## src/rtl/pa_ahbl_arb_if.sv

```systemverilog
// Bundle of all signals between the BMU buses, the ibus/dbus arbiter and the
// pad AHB-Lite port.
//   master modport : arbiter view (it is the AHB-Lite master towards the pad)
//   slave  modport : environment view (BMU requesters plus pad slave response)
// Signals:
//   ibus_* / dbus_*   request side: req, addr, size, prot (+write, wdata, lock on dbus)
//   *_grnt/*_cmplt/*_err, arb_rdata   per-bus grant, completion, error, read data
//   ahbl_*            AHB-Lite address/control/write-data outputs
//   pad_*             AHB-Lite slave response (hrdata, hready, hresp)
//   arb_idle          arbiter idle with no pending request
interface pa_ahbl_arb_if;
   logic        ibus_req;
   logic [31:0] ibus_addr;
   logic [1:0]  ibus_size;
   logic [3:0]  ibus_prot;
   logic        dbus_req;
   logic [31:0] dbus_addr;
   logic [1:0]  dbus_size;
   logic [3:0]  dbus_prot;
   logic        dbus_write;
   logic [31:0] dbus_wdata;
   logic        dbus_lock;
   logic        ibus_grnt;
   logic        dbus_grnt;
   logic        ibus_cmplt;
   logic        dbus_cmplt;
   logic        ibus_err;
   logic        dbus_err;
   logic [31:0] arb_rdata;
   logic [31:0] ahbl_haddr;
   logic [1:0]  ahbl_htrans;
   logic        ahbl_hwrite;
   logic [2:0]  ahbl_hsize;
   logic [3:0]  ahbl_hprot;
   logic        ahbl_hlock;
   logic [31:0] ahbl_hwdata;
   logic [31:0] pad_hrdata;
   logic        pad_hready;
   logic        pad_hresp;
   logic        arb_idle;

   modport master (
      input  ibus_req, ibus_addr, ibus_size, ibus_prot,
      input  dbus_req, dbus_addr, dbus_size, dbus_prot, dbus_write, dbus_wdata, dbus_lock,
      input  pad_hrdata, pad_hready, pad_hresp,
      output ibus_grnt, dbus_grnt, ibus_cmplt, dbus_cmplt, ibus_err, dbus_err, arb_rdata,
      output ahbl_haddr, ahbl_htrans, ahbl_hwrite, ahbl_hsize, ahbl_hprot, ahbl_hlock,
      output ahbl_hwdata, arb_idle
   );

   modport slave (
      output ibus_req, ibus_addr, ibus_size, ibus_prot,
      output dbus_req, dbus_addr, dbus_size, dbus_prot, dbus_write, dbus_wdata, dbus_lock,
      output pad_hrdata, pad_hready, pad_hresp,
      input  ibus_grnt, dbus_grnt, ibus_cmplt, dbus_cmplt, ibus_err, dbus_err, arb_rdata,
      input  ahbl_haddr, ahbl_htrans, ahbl_hwrite, ahbl_hsize, ahbl_hprot, ahbl_hlock,
      input  ahbl_hwdata, arb_idle
   );
endinterface

```

## src/rtl/pa_ahbl_arb.sv

```systemverilog
// Shares one AHB-Lite master port between the BMU instruction bus and data bus.
// One transfer at a time: IDLE (arbitrate/grant) -> ADDR -> DATA -> IDLE, with a
// registered completion pulse, error flag and read data returned to the owner.
// Ports:
//   forever_cpuclk  clock
//   cpurst_b        asynchronous active-low reset
//   bus             pa_ahbl_arb_if.master: requests, grants/completions, AHB-Lite port
module pa_ahbl_arb #(
   parameter int unsigned STARVE_LIMIT = 4,
   parameter int unsigned CNT_W        = 3
) (
   input  logic           forever_cpuclk,
   input  logic           cpurst_b,
   pa_ahbl_arb_if.master  bus
);
   localparam logic [1:0] HTRANS_IDLE   = 2'b00;
   localparam logic [1:0] HTRANS_NONSEQ = 2'b10;

   typedef enum logic [1:0] {ST_IDLE, ST_ADDR, ST_DATA} state_t;

   state_t             r_state;
   state_t             w_state_nxt;
   logic               w_ibus_win;
   logic               w_dbus_win;
   logic               w_starved;
   logic               w_cmplt_gap;
   logic [CNT_W-1:0]   r_starve_cnt;
   logic               r_lock_own;
   logic               r_owner_d;
   logic [31:0]        r_wdata;
   logic [31:0]        r_haddr;
   logic [1:0]         r_htrans;
   logic               r_hwrite;
   logic [2:0]         r_hsize;
   logic [3:0]         r_hprot;
   logic               r_hlock;
   logic [31:0]        r_hwdata;
   logic               r_ibus_cmplt;
   logic               r_dbus_cmplt;
   logic               r_ibus_err;
   logic               r_dbus_err;
   logic [31:0]        r_rdata;

   assign w_starved   = (r_starve_cnt == CNT_W'(STARVE_LIMIT));
   // Completion cycle is also an IDLE cycle; hold off the next grant by one so
   // the requester sees cmplt before any new grant.
   assign w_cmplt_gap = r_ibus_cmplt | r_dbus_cmplt;

   // State register
   always_ff @(posedge forever_cpuclk or negedge cpurst_b) begin
      if (!cpurst_b) r_state <= ST_IDLE;
      else           r_state <= w_state_nxt;
   end

   // Next state and arbitration
   always_comb begin
      w_state_nxt = r_state;
      w_ibus_win  = 1'b0;
      w_dbus_win  = 1'b0;
      case (r_state)
         ST_IDLE: begin
            if (!w_cmplt_gap) begin
               if (r_lock_own) begin
                  w_dbus_win = bus.dbus_req;
               end else if (bus.ibus_req && bus.dbus_req) begin
                  w_ibus_win = w_starved;
                  w_dbus_win = !w_starved;
               end else begin
                  w_ibus_win = bus.ibus_req;
                  w_dbus_win = bus.dbus_req;
               end
            end
            if (w_ibus_win || w_dbus_win) w_state_nxt = ST_ADDR;
         end
         ST_ADDR: if (bus.pad_hready) w_state_nxt = ST_DATA;
         ST_DATA: if (bus.pad_hready) w_state_nxt = ST_IDLE;
         default: w_state_nxt = ST_IDLE;
      endcase
   end

   // Starvation counter and locked-sequence ownership
   always_ff @(posedge forever_cpuclk or negedge cpurst_b) begin
      if (!cpurst_b) begin
         r_starve_cnt <= '0;
         r_lock_own   <= 1'b0;
      end else begin
         if (w_ibus_win || !bus.ibus_req)
            r_starve_cnt <= '0;
         else if (w_dbus_win && !w_starved)
            r_starve_cnt <= r_starve_cnt + CNT_W'(1);

         if (r_state == ST_IDLE) begin
            if (w_dbus_win && bus.dbus_lock) r_lock_own <= 1'b1;
            else if (!bus.dbus_lock)         r_lock_own <= 1'b0;
         end
      end
   end

   // Transfer capture, AHB-Lite drive and completion return
   always_ff @(posedge forever_cpuclk or negedge cpurst_b) begin
      if (!cpurst_b) begin
         r_owner_d    <= 1'b0;
         r_wdata      <= '0;
         r_haddr      <= '0;
         r_htrans     <= HTRANS_IDLE;
         r_hwrite     <= 1'b0;
         r_hsize      <= '0;
         r_hprot      <= '0;
         r_hlock      <= 1'b0;
         r_hwdata     <= '0;
         r_ibus_cmplt <= 1'b0;
         r_dbus_cmplt <= 1'b0;
         r_ibus_err   <= 1'b0;
         r_dbus_err   <= 1'b0;
         r_rdata      <= '0;
      end else begin
         r_ibus_cmplt <= 1'b0;
         r_dbus_cmplt <= 1'b0;
         r_ibus_err   <= 1'b0;
         r_dbus_err   <= 1'b0;
         case (r_state)
            ST_IDLE: begin
               if (w_ibus_win) begin
                  r_owner_d <= 1'b0;
                  r_haddr   <= bus.ibus_addr;
                  r_hsize   <= {1'b0, bus.ibus_size};
                  r_hprot   <= bus.ibus_prot;
                  r_hwrite  <= 1'b0;
                  r_wdata   <= '0;
                  r_hlock   <= 1'b0;
                  r_htrans  <= HTRANS_NONSEQ;
               end else if (w_dbus_win) begin
                  r_owner_d <= 1'b1;
                  r_haddr   <= bus.dbus_addr;
                  r_hsize   <= {1'b0, bus.dbus_size};
                  r_hprot   <= bus.dbus_prot;
                  r_hwrite  <= bus.dbus_write;
                  r_wdata   <= bus.dbus_wdata;
                  r_hlock   <= bus.dbus_lock;
                  r_htrans  <= HTRANS_NONSEQ;
               end
            end
            ST_ADDR: begin
               if (bus.pad_hready) begin
                  r_htrans <= HTRANS_IDLE;
                  r_hwdata <= r_hwrite ? r_wdata : 32'h0;
               end
            end
            ST_DATA: begin
               // hresp with hready low is the first ERROR cycle; only the
               // hready-high cycle ends the transfer.
               if (bus.pad_hready) begin
                  r_hwdata     <= '0;
                  r_ibus_cmplt <= !r_owner_d;
                  r_dbus_cmplt <= r_owner_d;
                  r_ibus_err   <= !r_owner_d && bus.pad_hresp;
                  r_dbus_err   <= r_owner_d && bus.pad_hresp;
                  r_rdata      <= bus.pad_hrdata;
               end
            end
            default: r_htrans <= HTRANS_IDLE;
         endcase
      end
   end

   assign bus.ibus_grnt   = w_ibus_win;
   assign bus.dbus_grnt   = w_dbus_win;
   assign bus.ibus_cmplt  = r_ibus_cmplt;
   assign bus.dbus_cmplt  = r_dbus_cmplt;
   assign bus.ibus_err    = r_ibus_err;
   assign bus.dbus_err    = r_dbus_err;
   assign bus.arb_rdata   = r_rdata;
   assign bus.ahbl_haddr  = r_haddr;
   assign bus.ahbl_htrans = r_htrans;
   assign bus.ahbl_hwrite = r_hwrite;
   assign bus.ahbl_hsize  = r_hsize;
   assign bus.ahbl_hprot  = r_hprot;
   assign bus.ahbl_hlock  = r_hlock;
   assign bus.ahbl_hwdata = r_hwdata;
   assign bus.arb_idle    = (r_state == ST_IDLE) && !bus.ibus_req && !bus.dbus_req;
endmodule

```

## src/flat_wrapper.sv

```systemverilog
// flat-port wrapper written by rule: the top's interface ports become plain ports
module pa_ahbl_arb_flat 
#(
   parameter int unsigned STARVE_LIMIT = 4,
   parameter int unsigned CNT_W        = 3
)
  (forever_cpuclk, cpurst_b, bus_ibus_req, bus_ibus_addr, bus_ibus_size, bus_ibus_prot, bus_dbus_req, bus_dbus_addr, bus_dbus_size, bus_dbus_prot, bus_dbus_write, bus_dbus_wdata, bus_dbus_lock, bus_pad_hrdata, bus_pad_hready, bus_pad_hresp, bus_ibus_grnt, bus_dbus_grnt, bus_ibus_cmplt, bus_dbus_cmplt, bus_ibus_err, bus_dbus_err, bus_arb_rdata, bus_ahbl_haddr, bus_ahbl_htrans, bus_ahbl_hwrite, bus_ahbl_hsize, bus_ahbl_hprot, bus_ahbl_hlock, bus_ahbl_hwdata, bus_arb_idle);
  pa_ahbl_arb_if bus_i ();
  input  logic forever_cpuclk;
  input  logic cpurst_b;
  input wire logic [$bits(bus_i.ibus_req)-1:0] bus_ibus_req;
  input wire logic [$bits(bus_i.ibus_addr)-1:0] bus_ibus_addr;
  input wire logic [$bits(bus_i.ibus_size)-1:0] bus_ibus_size;
  input wire logic [$bits(bus_i.ibus_prot)-1:0] bus_ibus_prot;
  input wire logic [$bits(bus_i.dbus_req)-1:0] bus_dbus_req;
  input wire logic [$bits(bus_i.dbus_addr)-1:0] bus_dbus_addr;
  input wire logic [$bits(bus_i.dbus_size)-1:0] bus_dbus_size;
  input wire logic [$bits(bus_i.dbus_prot)-1:0] bus_dbus_prot;
  input wire logic [$bits(bus_i.dbus_write)-1:0] bus_dbus_write;
  input wire logic [$bits(bus_i.dbus_wdata)-1:0] bus_dbus_wdata;
  input wire logic [$bits(bus_i.dbus_lock)-1:0] bus_dbus_lock;
  input wire logic [$bits(bus_i.pad_hrdata)-1:0] bus_pad_hrdata;
  input wire logic [$bits(bus_i.pad_hready)-1:0] bus_pad_hready;
  input wire logic [$bits(bus_i.pad_hresp)-1:0] bus_pad_hresp;
  output wire logic [$bits(bus_i.ibus_grnt)-1:0] bus_ibus_grnt;
  output wire logic [$bits(bus_i.dbus_grnt)-1:0] bus_dbus_grnt;
  output wire logic [$bits(bus_i.ibus_cmplt)-1:0] bus_ibus_cmplt;
  output wire logic [$bits(bus_i.dbus_cmplt)-1:0] bus_dbus_cmplt;
  output wire logic [$bits(bus_i.ibus_err)-1:0] bus_ibus_err;
  output wire logic [$bits(bus_i.dbus_err)-1:0] bus_dbus_err;
  output wire logic [$bits(bus_i.arb_rdata)-1:0] bus_arb_rdata;
  output wire logic [$bits(bus_i.ahbl_haddr)-1:0] bus_ahbl_haddr;
  output wire logic [$bits(bus_i.ahbl_htrans)-1:0] bus_ahbl_htrans;
  output wire logic [$bits(bus_i.ahbl_hwrite)-1:0] bus_ahbl_hwrite;
  output wire logic [$bits(bus_i.ahbl_hsize)-1:0] bus_ahbl_hsize;
  output wire logic [$bits(bus_i.ahbl_hprot)-1:0] bus_ahbl_hprot;
  output wire logic [$bits(bus_i.ahbl_hlock)-1:0] bus_ahbl_hlock;
  output wire logic [$bits(bus_i.ahbl_hwdata)-1:0] bus_ahbl_hwdata;
  output wire logic [$bits(bus_i.arb_idle)-1:0] bus_arb_idle;
  assign bus_i.ibus_req = bus_ibus_req;
  assign bus_i.ibus_addr = bus_ibus_addr;
  assign bus_i.ibus_size = bus_ibus_size;
  assign bus_i.ibus_prot = bus_ibus_prot;
  assign bus_i.dbus_req = bus_dbus_req;
  assign bus_i.dbus_addr = bus_dbus_addr;
  assign bus_i.dbus_size = bus_dbus_size;
  assign bus_i.dbus_prot = bus_dbus_prot;
  assign bus_i.dbus_write = bus_dbus_write;
  assign bus_i.dbus_wdata = bus_dbus_wdata;
  assign bus_i.dbus_lock = bus_dbus_lock;
  assign bus_i.pad_hrdata = bus_pad_hrdata;
  assign bus_i.pad_hready = bus_pad_hready;
  assign bus_i.pad_hresp = bus_pad_hresp;
  assign bus_ibus_grnt = bus_i.ibus_grnt;
  assign bus_dbus_grnt = bus_i.dbus_grnt;
  assign bus_ibus_cmplt = bus_i.ibus_cmplt;
  assign bus_dbus_cmplt = bus_i.dbus_cmplt;
  assign bus_ibus_err = bus_i.ibus_err;
  assign bus_dbus_err = bus_i.dbus_err;
  assign bus_arb_rdata = bus_i.arb_rdata;
  assign bus_ahbl_haddr = bus_i.ahbl_haddr;
  assign bus_ahbl_htrans = bus_i.ahbl_htrans;
  assign bus_ahbl_hwrite = bus_i.ahbl_hwrite;
  assign bus_ahbl_hsize = bus_i.ahbl_hsize;
  assign bus_ahbl_hprot = bus_i.ahbl_hprot;
  assign bus_ahbl_hlock = bus_i.ahbl_hlock;
  assign bus_ahbl_hwdata = bus_i.ahbl_hwdata;
  assign bus_arb_idle = bus_i.arb_idle;
  pa_ahbl_arb #(.STARVE_LIMIT(STARVE_LIMIT), .CNT_W(CNT_W)) u_core (.forever_cpuclk(forever_cpuclk), .cpurst_b(cpurst_b), .bus(bus_i));
endmodule
```

## config.mk

```make
export PLATFORM = sky130hd
export DESIGN_NAME = pa_ahbl_arb_flat
export DESIGN_NICKNAME = d
export VERILOG_FILES = /design/src/rtl/pa_ahbl_arb_if.sv /design/src/rtl/pa_ahbl_arb.sv /design/src/flat_wrapper.sv
export SDC_FILE = /design/constraint.sdc
export NUM_CORES = 1
export LEC_CHECK = 0
export CORE_AREA = 4 4 110 164
export DETAILED_ROUTE_END_ITERATION = 10
export DIE_AREA = 0 0 114 168
export PLACE_DENSITY = 0.77
export SLEW_MARGIN = 0
export SYNTH_ARGS = -nofsm -noshare
export SYNTH_HDL_FRONTEND = slang
export SYNTH_SLANG_ARGS = --single-unit
```

## constraint.sdc

```tcl
create_clock -name forever_cpuclk -period 4.9 [get_ports forever_cpuclk]
set_input_delay 0.49 -clock forever_cpuclk [delete_from_list [all_inputs] [get_ports forever_cpuclk]]
set_output_delay 0.49 -clock forever_cpuclk [all_outputs]
set_load 0.03 [all_outputs]
```

==> results.toml, run 1 <==
[outcome]
status = "finished, final reports clean"

[die]
die-area_mm2 = 0.01915
dieWidth_um = 114
ios = 262
start_util_pct = 37.14
num_rows = 58
core_mm2 = 0.01669
fp.dieH_um = 168

[cells_and_area]
syn_to_final_growth_pct = 53.94
multi_input_area_mm2 = 0.001904
mostFrequentLayoutCells = "clkdlybuf4s50_1 (258), dfrtp_1 (148), inv_1 (118)"
final_util_pct = 57.17
drive_gt1_share_pct = 14.34
nFillCells = 1412
fin_nets = 911
regArea_mm2 = 0.003704
final_common_cell = "clkdlybuf4s50_1"
num_antenna_cells = 0

[routing]
antenna_left = 0
avgRoutedWirePerCell_um = 18.07
viasPerCell = 4.993
vias = 4913
drt_pass1_iterations = 8
drtIter0Drc = 400
drc = 0
routed_wl_mm = 17.78

[worst_setup_path]
slowest_delay_ps = 770
required_ps = 4410
arrival_ps = 3050
path_class = "reg2out"
end_kind = "output pin"
critPathBufInv = 2
crit_family = "buffers and inverters"
worst_path_max_delay_cell = "nor4_1"
path_cells = "nor4_1 -> and3_1 -> buf_4 -> clkdlybuf4s50_1"
start_kind = "flop"
cp_max_fo = 39

[synth]
ys_types = 35
synthCells = 510
seq_area_frac_synth_pct = 59.75
synth_area_leaders = "dfrtp_1 (60%), mux2_2 (12%), inv_1 (7.1%), a222oi_1 (6.1%), a22o_1 (4.8%)"
synth_area_mm2 = 0.006198
async_reset_ff_share_pct = 100.0
synth-edff-count = 0
yosysTopAreaCellShare_pct = 59.75
synth.largest_area_cell = "dfrtp_1"
ys_ff_latch = 148
yosysWarnings = 0
synthFlopType = "dfrtp_1"
synth.avg_cell_area_um2 = 12.15

[place]
place_hpwl_mm = 12.24
globalplace.congestion = 0.7991
io_buffers = 259

[clock_network]
cts_resized = 0
cts_root_buf = "clkbuf_16"
cts_max_level = 4
cts_tree = "done"
clock_sinks = 148
path_clk_slew_ps = 70
cts_max_path_buffers = 2
post-cts-setup-buffers = 0
clock_latency_ps = 410
cts_buffers = 17
cts_hold_buf = 0

[power]
power_leakage_nw = 4.645
vdd_drop_max_mv = 0.3465
powerDensity_mw_per_mm2 = 639.5

[timing]
drv_slew = 0
setup_tns_ps = 0
relSlewSlack_pct = 28.94
post-route-period-util_pct = 72.22
fin_crit_ps = 3539
finClkSkew_ps = 8.788
clock.fmax_mhz = 282.6
worst_slew_pin_slew_ps = 1064
rsz0062_at_grt = "no"
setup_violations = 0
hold_viol = 0

[job]
drv_cap = 0

[hold_path]
hp-class = "in2async"

[global_routing]
grt_pass1_wl_mm = 27.66
grt_overflow_total = 0
grt_max_degree = 101
antenna_found_initial = 0
grt_usage_pct = 18.42
grt_pass1_vias = 5167
logic make-up after synthesis:
group                    synth area share [%]
other                                 0.06050
multiplexers                            11.79
buffers and inverters                   10.17
AND/OR/NAND/NOR                         5.168
flip-flops                              59.75
AO/OA/AOI/OAI                           12.66
adder cells (fa/ha/maj)                0.4036
metal layers:
metal | part of all wire [%] | global-route usage (%)
met5 | 0 | 0
met3 | 8.2 | 6.329
met4 | 1.9 | 5.530
met2 | 51 | 31.21
met1 | 39 | 22.00
power by group:
group	switching [mW]	leakage [nW]	internal (mW)
Sequential	0.279	1.82	1.73
Combinational	1.55	2.54	1.26
Clock	0.557	0.282	0.729
Total	2.39	4.65	3.71
metrics by stage:
stage	cell area (µm²)	instances	hold WS [ps]	setup slack (ps)	power, mW
floorplan	6202	511	194.4	2681	3.677
global placement	8960	952	472.2	1676	4.795
detailed placement	8960	952	478.3	1653	4.859
CTS	9542	984	223.4	1348	6.174
global route	9542	984	251.1	1163	6.432
finish	9542	984	171.8	1361	6.101
flip-flops by register name, indices dropped and copies added, names as in the netlist:
register and cells:
u_core.bus.ahbl_htrans 1, u_core.bus.ahbl_hsize 2, u_core.r_starve_cnt 3, u_core.bus.ahbl_haddr 32
u_core.r_wdata 32, u_core.bus.ahbl_hprot 4, u_core.r_owner_d 1, u_core.bus.dbus_err 1
u_core.r_lock_own 1, u_core.bus.ahbl_hwdata 32, u_core.bus.ahbl_hwrite 1, u_core.r_state 2
u_core.bus.ahbl_hlock 1, u_core.bus.dbus_cmplt 1, u_core.bus.arb_rdata 32, u_core.bus.ibus_cmplt 1
u_core.bus.ibus_err 1
path summary, 6_finish.rpt:
| kind | from | to | slack (ps) | cells after the start |
|---|---|---|---|---|
| max in group asynchronous | cpurst_b | u_core.r_wdata[30]$_DFFE_PN0P_ | 3540 | 2 |
| worst min-delay path | cpurst_b | u_core.bus.ahbl_hprot[0]$_DFFE_PN0P_ | 170 | 1 |
| worst min register to register | u_core.bus.ahbl_htrans[1]$_DFFE_PN0P_ | u_core.bus.ahbl_htrans[1]$_DFFE_PN0P_ | 490 | 2 |
| worst max register to register | u_core.r_state[0]$_DFFE_PN0P_ | u_core.bus.ahbl_haddr[28]$_DFFE_PN0P_ | 2300 | 4 |
| min in group forever_cpuclk | u_core.bus.ahbl_htrans[1]$_DFFE_PN0P_ | u_core.bus.ahbl_htrans[1]$_DFFE_PN0P_ | 490 | 2 |
| worst max-delay path | u_core.r_state[0]$_DFFE_PN0P_ | bus_ibus_grnt | 1360 | 4 |
cell usage after synthesis (2+ instances only):
master and number:
nor4_1 2, inv_1 118, nand3_1 2, and3_1 34, nor2_1 3, o21ai_0 3
buf_2 15, mux2_2 64, ha_1 2, nand2b_1 2, nand2_1 5, buf_4 6
a22o_1 34, a222oi_1 38, dfrtp_1 148, a21oi_1 3, buf_6 2, clkbuf_1 12
cell type report:
cell class / instances / area share, %
Inverter: 118 / 4.642
Timing Repair Buffer: 266 / 27.73
Clock buffer: 18 / 4.603
Multi-Input combinational cell: 210 / 19.96
Tap cell: 210 / 2.754
Sequential cell: 148 / 38.81
Clock inverter: 14 / 1.495
Note: power is estimated with default switching activity, not from simulation.
==> run 2: changes to the inputs <==
==> constraint.sdc (replaced) <==
create_clock -name forever_cpuclk -period 3.3 [get_ports forever_cpuclk]
set_input_delay 0.33 -clock forever_cpuclk [delete_from_list [all_inputs] [get_ports forever_cpuclk]]
set_output_delay 0.33 -clock forever_cpuclk [all_outputs]
set_load 0.03 [all_outputs]
==> results.toml, run 2 (synthesis gave the netlist of run 1 again) <==
[worst_setup_path]
start_kind = "flop"
slowest_delay_ps = 770
worst_path_max_delay_cell = "clkdlybuf4s50_1"
required_ps = 2970
arrival_ps = 2470
path_class = "reg2out"
cp_max_fo = 8
end_kind = "output pin"
path_cells = "or4_4 -> a311oi_4 -> clkdlybuf4s50_1"

[clock_network]
cts_max_level = 4
cts_buffers = 17
cts_root_buf = "clkbuf_16"
post-cts-setup-buffers = 0
clock_sinks = 148
clock_latency_ps = 410
path_clk_slew_ps = 70
cts_hold_buf = 1
cts_tree = "done"
cts_resized = 0
cts_max_path_buffers = 2

[power]
vdd_drop_max_mv = 0.6287
powerDensity_mw_per_mm2 = 956.2
power_leakage_nw = 4.695
p_total_mw = 9.232

[die]
fp.dieH_um = 168
ios = 262
dieWidth_um = 114
core_mm2 = 0.01669
num_rows = 58
start_util_pct = 37.14
die-area_mm2 = 0.01915

[hold_path]
hp-class = "in2reg"

[timing]
setup_violations = 0
worst_slew_pin_slew_ps = 836.9
whs_ps = 477.2
drv_slew = 0
clock.fmax_mhz = 356.7
timing.final.ws_setup_ps = 496.4
relSlewSlack_pct = 44.21
setup_tns_ps = 0
fin_crit_ps = 2804
hold_viol = 0
rsz0062_at_grt = "no"
finClkSkew_ps = 11.62
post-route-period-util_pct = 84.96

[routing]
avgRoutedWirePerCell_um = 17.69
viasPerCell = 4.950
drt_pass1_iterations = 9
drtIter0Drc = 458
vias = 4896
antenna_left = 0
drc = 0
routed_wl_mm = 17.50

[cells_and_area]
mostFrequentLayoutCells = "clkdlybuf4s50_1 (257), dfrtp_1 (148), inv_1 (118)"
drive_gt1_share_pct = 14.76
syn_to_final_growth_pct = 55.75
num_antenna_cells = 0
fin_nets = 916
final_cell_area_mm2 = 0.009654
final-instance-count-excl-fill = 989
final_common_cell = "clkdlybuf4s50_1"
final_util_pct = 57.84

[global_routing]
grt.met2_usage_pct = 30.47
grt_overflow_total = 0
grt_pass1_vias = 5174
grt_usage_pct = 18.19
antenna_found_initial = 0
busiest_layer = "met2"
grt_max_degree = 75
grtUsageMet1_pct = 21.75
grt_pass1_wl_mm = 27.45
met3_usage_pct = 6.580

[place]
place_hpwl_mm = 12.38
dpl_worst_slack_ps = 821.2
placed_area_mm2 = 0.009012
dp_cells = 956
io_buffers = 259
globalplace.congestion = 0.8131

[job]
drv_cap = 0

[outcome]
status = "finished, final reports clean"
[run 2: cell types whose count changed in the layout (fill, tap and decap cells not counted), sizes merged]
| cell | before | now |
|---|---|---|
| buf | 8 | 13 |
| bufinv | 1 | 4 |
| clkdlybuf4s50 | 258 | 257 |
| clkinvlp | 2 | 3 |
| dlygate4sd3 | 0 | 1 |
| inv | 125 | 121 |
[run 2: power by group]
group / leakage, nW / internal, mW / switching [mW] / total (mW)
clock: 0.299 / 1.28 / 0.783 / 2.06
combinational: 2.58 / 1.89 / 2.31 / 4.20
sequential: 1.82 / 2.56 / 0.405 / 2.97
[run 2: cell type report]
type | instances | area [µm²]
Clock buffer | 18 | 429.2
Tap cell | 210 | 262.8
Clock inverter | 14 | 202.7
Multi-Input combinational cell | 210 | 1904
Fill cell | 1401 | 7037
Inverter | 118 | 442.9
Timing Repair Buffer | 271 | 2709
Sequential cell | 148 | 3704
[run 2: critical path, delay by kind of cell (launching register included)]
kind	cells	cell delay [ps]
buffers and inverters	1	770
and+or+nand+nor	1	550
DFF	1	450
AOI/OAI and AO/OA	1	300
[run 2: per-layer routing]
metal	vias to the layer above	routed length (µm)	share of wire, %
li1	2272	-	-
met1	2392	6657	38
met4	0	346	2.0
met3	17	1593	9.1
met5	-	0	0
met2	215	8899	51
[run 2: path summary, 6_finish.rpt]
| path | slack [ps] | start | depth (start not counted) | end |
|---|---|---|---|---|
| min in group asynchronous | 510 | cpurst_b | 2 | u_core.bus.ahbl_hprot[2]$_DFFE_PN0P_ |
| min reg2reg | 480 | u_core.bus.ahbl_htrans[1]$_DFFE_PN0P_ | 2 | u_core.bus.ahbl_htrans[1]$_DFFE_PN0P_ |
| min | 480 | bus_dbus_addr[19] | 3 | u_core.bus.ahbl_haddr[19]$_DFFE_PN0P_ |
| max reg2reg | 860 | u_core.r_state[0]$_DFFE_PN0P_ | 4 | u_core.bus.ahbl_haddr[21]$_DFFE_PN0P_ |
| max | 500 | u_core.r_state[0]$_DFFE_PN0P_ | 3 | bus_dbus_grnt |
| max in group asynchronous | 1940 | cpurst_b | 3 | u_core.bus.arb_rdata[9]$_DFFE_PN0P_ |
